`config.mk`:
```
export PLATFORM = sky130hd
export DESIGN_NAME = fetch_ctrl
export DESIGN_NICKNAME = d
export VERILOG_FILES = /design/src/rtl/fetch_ctrl_pkg.sv /design/src/rtl/fetch_ctrl.sv
export SDC_FILE = /design/constraint.sdc
export NUM_CORES = 1
export LEC_CHECK = 0
export BUFFER_PORTS_ARGS = -buffer_cell sky130_fd_sc_hd__buf_2
export CAP_MARGIN = 20
export CORE_MARGIN = 2
export CORE_UTILIZATION = 39
export DETAILED_ROUTE_END_ITERATION = 12
export HOLD_SLACK_MARGIN = 0.03
export PLACE_DENSITY = 0.76
export SKIP_CTS_REPAIR_TIMING = 1
export SYNTH_ARGS = -nofsm -noshare
export SYNTH_HDL_FRONTEND = slang
export SYNTH_SLANG_ARGS = --single-unit
export TNS_END_PERCENT = 10
```
`constraint.sdc`:
```
create_clock -name clk -period 5.29 [get_ports clk]
set_input_delay 0.2645 -clock clk [delete_from_list [all_inputs] [get_ports clk]]
set_output_delay 0.2645 -clock clk [all_outputs]
set_load 0.01 [all_outputs]
```
`src/rtl/fetch_ctrl_pkg.sv`:
```
// Shared definitions for the fetch controller: default widths and the
// controller state type. Imported by fetch_ctrl.
package fetch_pkg;

    // Default program-counter / LUT-target width
    localparam int FETCH_PC_W   = 16;
    // Default branch-target LUT index width
    localparam int FETCH_LUT_AW = 8;

    // Controller states: waiting for start, fetching, waiting one cycle for
    // the LUT target, stopped by a halt instruction
    typedef enum logic [1:0] {
        ST_IDLE,
        ST_RUN,
        ST_RESOLVE,
        ST_HALTED
    } fetch_state_t;

endpackage

```
`src/rtl/fetch_ctrl.sv`:
```
// fetch_ctrl: program-counter sequencer with LUT-resolved branches.
// A taken branch registers its LUT index, spends one cycle in RESOLVE while
// the external LUT answers, then loads the returned target as the new pc.
// Optional feature macro: CALL_LINK_EN adds call_en/ret_en and a link
// register for single-level call/return.
module fetch_ctrl
    import fetch_pkg::*;
#(
    parameter int                PC_W     = FETCH_PC_W,
    parameter int                LUT_AW   = FETCH_LUT_AW,
    parameter logic [PC_W-1:0]   START_PC = '0
) (
    input  logic              clk,
    input  logic              rst_n,
    input  logic              start,
    input  logic              stall,
    input  logic              halt_req,
    input  logic              branch_en,
    input  logic              branch_cond,
    input  logic [LUT_AW-1:0] branch_idx,
`ifdef CALL_LINK_EN
    input  logic              call_en,
    input  logic              ret_en,
`endif
    input  logic [PC_W-1:0]   lut_out,
    output logic [LUT_AW-1:0] lut_addr,
    output logic [PC_W-1:0]   pc,
    output logic              fetch_valid,
    output logic              done
);

    localparam logic [PC_W-1:0] PC_ONE = PC_W'(1);

    fetch_state_t state;

`ifdef CALL_LINK_EN
    logic [PC_W-1:0] link;
`endif

    // Sequencer: state, pc, LUT index and done flag, all registered
    always_ff @(posedge clk or negedge rst_n) begin
        if (!rst_n) begin
            state    <= ST_IDLE;
            pc       <= '0;
            lut_addr <= '0;
            done     <= 1'b0;
`ifdef CALL_LINK_EN
            link     <= '0;
`endif
        end else begin
            case (state)
                ST_IDLE: begin
                    if (!stall && start) begin
                        state <= ST_RUN;
                        pc    <= START_PC;
                    end
                end

                ST_RUN: begin
                    if (!stall) begin
                        if (halt_req) begin
                            state <= ST_HALTED;
                            done  <= 1'b1;
                        end
`ifdef CALL_LINK_EN
                        else if (call_en) begin
                            link     <= pc + PC_ONE;
                            lut_addr <= branch_idx;
                            state    <= ST_RESOLVE;
                        end else if (ret_en) begin
                            pc <= link;
                        end
`endif
                        else if (branch_en && branch_cond) begin
                            lut_addr <= branch_idx;
                            state    <= ST_RESOLVE;
                        end else begin
                            pc <= pc + PC_ONE;
                        end
                    end
                end

                ST_RESOLVE: begin
                    // lut_out already reflects the registered lut_addr
                    if (!stall) begin
                        pc    <= lut_out;
                        state <= ST_RUN;
                    end
                end

                ST_HALTED: begin
                    // stall has no effect once halted
                    if (start) begin
                        state <= ST_RUN;
                        pc    <= START_PC;
                        done  <= 1'b0;
                    end
                end

                default: begin
                    state <= ST_IDLE;
                end
            endcase
        end
    end

    // pc is a usable fetch address only while running
    always_comb begin
        fetch_valid = (state == ST_RUN);
    end

endmodule

```
==> flow_summary_export.csv <==
group,metric,value,unit
placement,placed_area,1887,um2
critical_path,rr_startpoint,"state[1]$_DFFE_PN0P_",
timing,fmax,423.0,MHz
clocking,numCtsBuffers,3,
floorplan,initial_utilization,0.4005,
floorplan,die-area,4574,um2
placement,placement.io_buffers,56,
synthesis,ys.flop_type,"dfrtp_1",
global_routing,antenna_found_initial,0,
timing,tns,0,ns
global_routing,grt_pass1_wl,6.582,mm
synthesis,synth_edf_count,0,
cells_and_area,multi_input_area,827.0,um2
synthesis,yosys_warnings,0,
placement,pre_cts_slack,2.957,ns
timing,slew_viol_final,0,
clocking,clkLatencyLatePin,0.28,ns
status,status,"finished with violations",
global_routing,overflow,0,
synthesis,ys_seq_area_frac,0.4279,
route,first_iter_violations,94,
route,routed_wl,3.923,mm
cells_and_area,final_util,0.4903,
global_routing,grt.total_usage,0.1889,
timing,maxSlewHeadroom,0.5948,
synthesis,synthTopCellsByCount,"dfrtp_1 (27), nand2_1 (21), o21ai_0 (19), inv_1 (11), nor2_1 (11)",
critical_path,cp_cell_sequence,"inv_1 -> ha_1 -> inv_1 -> nor4_4 -> mux2_2",
cells_and_area,nFillCells,401,
synthesis,synthArstFlopShare,1.000,
synthesis,synthMostInstantiatedCell,"dfrtp_1",
route,ant_nets,0,
critical_path,critPathBufInv,2,
critical_path,cp_data_arrival_time,2.53,ns
critical_path,path_class,"reg2reg",
placement,gp_congestion,0.8397,
floorplan,fp.dieH,67.63,um
route,vias,1509,
clocking,cts_root_buf,"clkbuf_8",
route,drt-pass1-iter-count,4,
critical_path,r2r-end,"lut_addr[2]$_DFFE_PN0P_",
timing,fin_crit_sh,0.4469,
min_path,worstHoldPathType,"in2async",
critical_path,worstPathRequired,5.46,ns
floorplan,fp-row-count,23,
synthesis,synthCells,170,
critical_path,start_kind,"flop",
critical_path,cp_max_fo,15,
cells_and_area,syn2layout_area_growth,22.42,%
synthesis,syn_area,1579,um2
synthesis,synth_area_leaders,"dfrtp_1 (43%), o21ai_0 (6.0%), mux2_2 (5.7%), nand2_1 (5.0%), ha_1 (4.0%)",
timing,final.min_clock_period,2.364,ns
critical_path,endpoint_kind,"flop",
synthesis,synth.net_count,206,
clocking,tritoncts,"done",
timing,fin_ws,2.926,ns
cells_and_area,regArea,675.6,um2
critical_path,critical-path-top-delay-family,"simple AND/OR/NAND/NOR gates",
timing,worst_pin_slew,0.6078,ns
synthesis,ys_ff_latch,27,
power,power_density,456.5,nW/um2
synthesis,syn_avg_cell_area,9.288,um2
synthesis,synth.distinct_cells,38,
clocking,cts_buffer_depth,2,
clocking,clk_pin_slew,0.09,ns
critical_path,rrSetupSlack,2.93,ns
critical_path,cp_slowest_cell,"nor4_4",
cells_and_area,diodes,0,
floorplan,core_area,3943,um2
synthesis,synth_top_area_cell,"dfrtp_1",
route,vias_per_cell,5.487,
route,drc,0,
synthesis,yosysTopAreaCellShare,0.4279,
cells_and_area,final_layout_size_suffix_gt1_frac,0.3244,
flow_run,maxCapViolations,0,
global_routing,grt_pass1_vias,1469,
global_routing,grt_max_degree,28,
critical_path,cp_common_cell,"inv_1",
power,peakVddDrop,0.2101,mV
floorplan,die_x,67.63,um
clocking,cts.sinks,27,
cells_and_area,fin_nets,262,
cells_and_area,stdcell_area,1933,um2
route,wire_per_inst,14.27,um
timing,rsz0062_at_grt,"false",
critical_path,cpPeakStageDelay,0.62,ns
clocking,htreeDepth,1,
timing,finalHoldViolCount,24,
floorplan,io_pins,57,
timing,skew,0.005305,ns
status,violations,"negative hold slack",
placement,hpwl,2.990,mm
timing,finalSetupViolCount,0,
power,p_leak,0.0008813,uW
timing,timing.hold.ws,-0.01404,ns
critical_path,r2r_cells,5,
cells by family (layout without fill, tap and decap cells):
| family | Yosys count | after routing | synth area share |
|---|---|---|---|
| fa+ha+maj | 5 | 5 | 0.03962 |
| flops | 27 | 27 | 0.4279 |
| xor+xnor | 3 | 3 | 0.01664 |
| mux | 8 | 8 | 0.05705 |
| simple gates | 58 | 58 | 0.1902 |
| compound gates | 53 | 53 | 0.2203 |
| buf+inv | 16 | 71 | 0.04833 |
layer usage:
layer  up-vias  part of all wire  track usage
met4         0             0.015      0.06888
met5         -                 0            0
met2        40              0.50       0.3395
met1       729              0.44       0.2311
met3         4             0.043      0.02000
li1        736                 -            -
registers in the layout, indices dropped and copies added (netlist names):
| name | cells |
|---|---|
| state | 2 |
| pc | 16 |
| done | 1 |
| lut_addr | 8 |
placed cells by master (no fill, tap or decap), drive strengths merged, types with 3 or more instances in the layout:
cell and count:
a21oi 9, a22oi 4, buf 56, clkbuf 3
dfrtp 27, ha 5, inv 11, mux2 8
nand2 21, nand3 8, nand4 5, nor2 12
o211ai 5, o21ai 19, o311ai 3, xnor2 3
metrics by stage:
step / power [uW] / instances
after floorplan: 632.1 / 170
after detailed placement: 766.8 / 271
after global routing: 955.1 / 275
after CTS: 886.7 / 275
after global placement: 757.7 / 271
final: 882.5 / 275
worst max path at each step:
stage,startpoint,end,cells past startpoint
floorplan,state[1]$_DFFE_PN0P_,lut_addr[0]$_DFFE_PN0P_,5
global placement,state[1]$_DFFE_PN0P_,lut_addr[0]$_DFFE_PN0P_,5
CTS,state[1]$_DFFE_PN0P_,lut_addr[2]$_DFFE_PN0P_,5
finish,state[1]$_DFFE_PN0P_,lut_addr[2]$_DFFE_PN0P_,5
global route,state[1]$_DFFE_PN0P_,pc[12]$_DFFE_PN0P_,7
detailed placement,state[1]$_DFFE_PN0P_,lut_addr[2]$_DFFE_PN0P_,5
cell type report:
cell class | count | share of cell area
multi-input cells | 127 | 0.4278
flip-flops and latches | 27 | 0.3495
repair buffers | 56 | 0.1450
well taps | 50 | 0.03236
clock buffers | 3 | 0.02136
inverters | 11 | 0.02136
clock inverters | 1 | 0.002589
worst register-to-register path, stage by stage (launching register included):
cell	delay, ns
dfrtp_1	0.42
inv_1	0.09
ha_1	0.49
inv_1	0.24
nor4_4	0.62
mux2_2	0.40
power breakdown:
part	internal [uW]	switching (uW)
clock	52.9	66.5
sequential	275	69.5
combinational	167	252
Note: power is estimated with default switching activity, not from simulation.
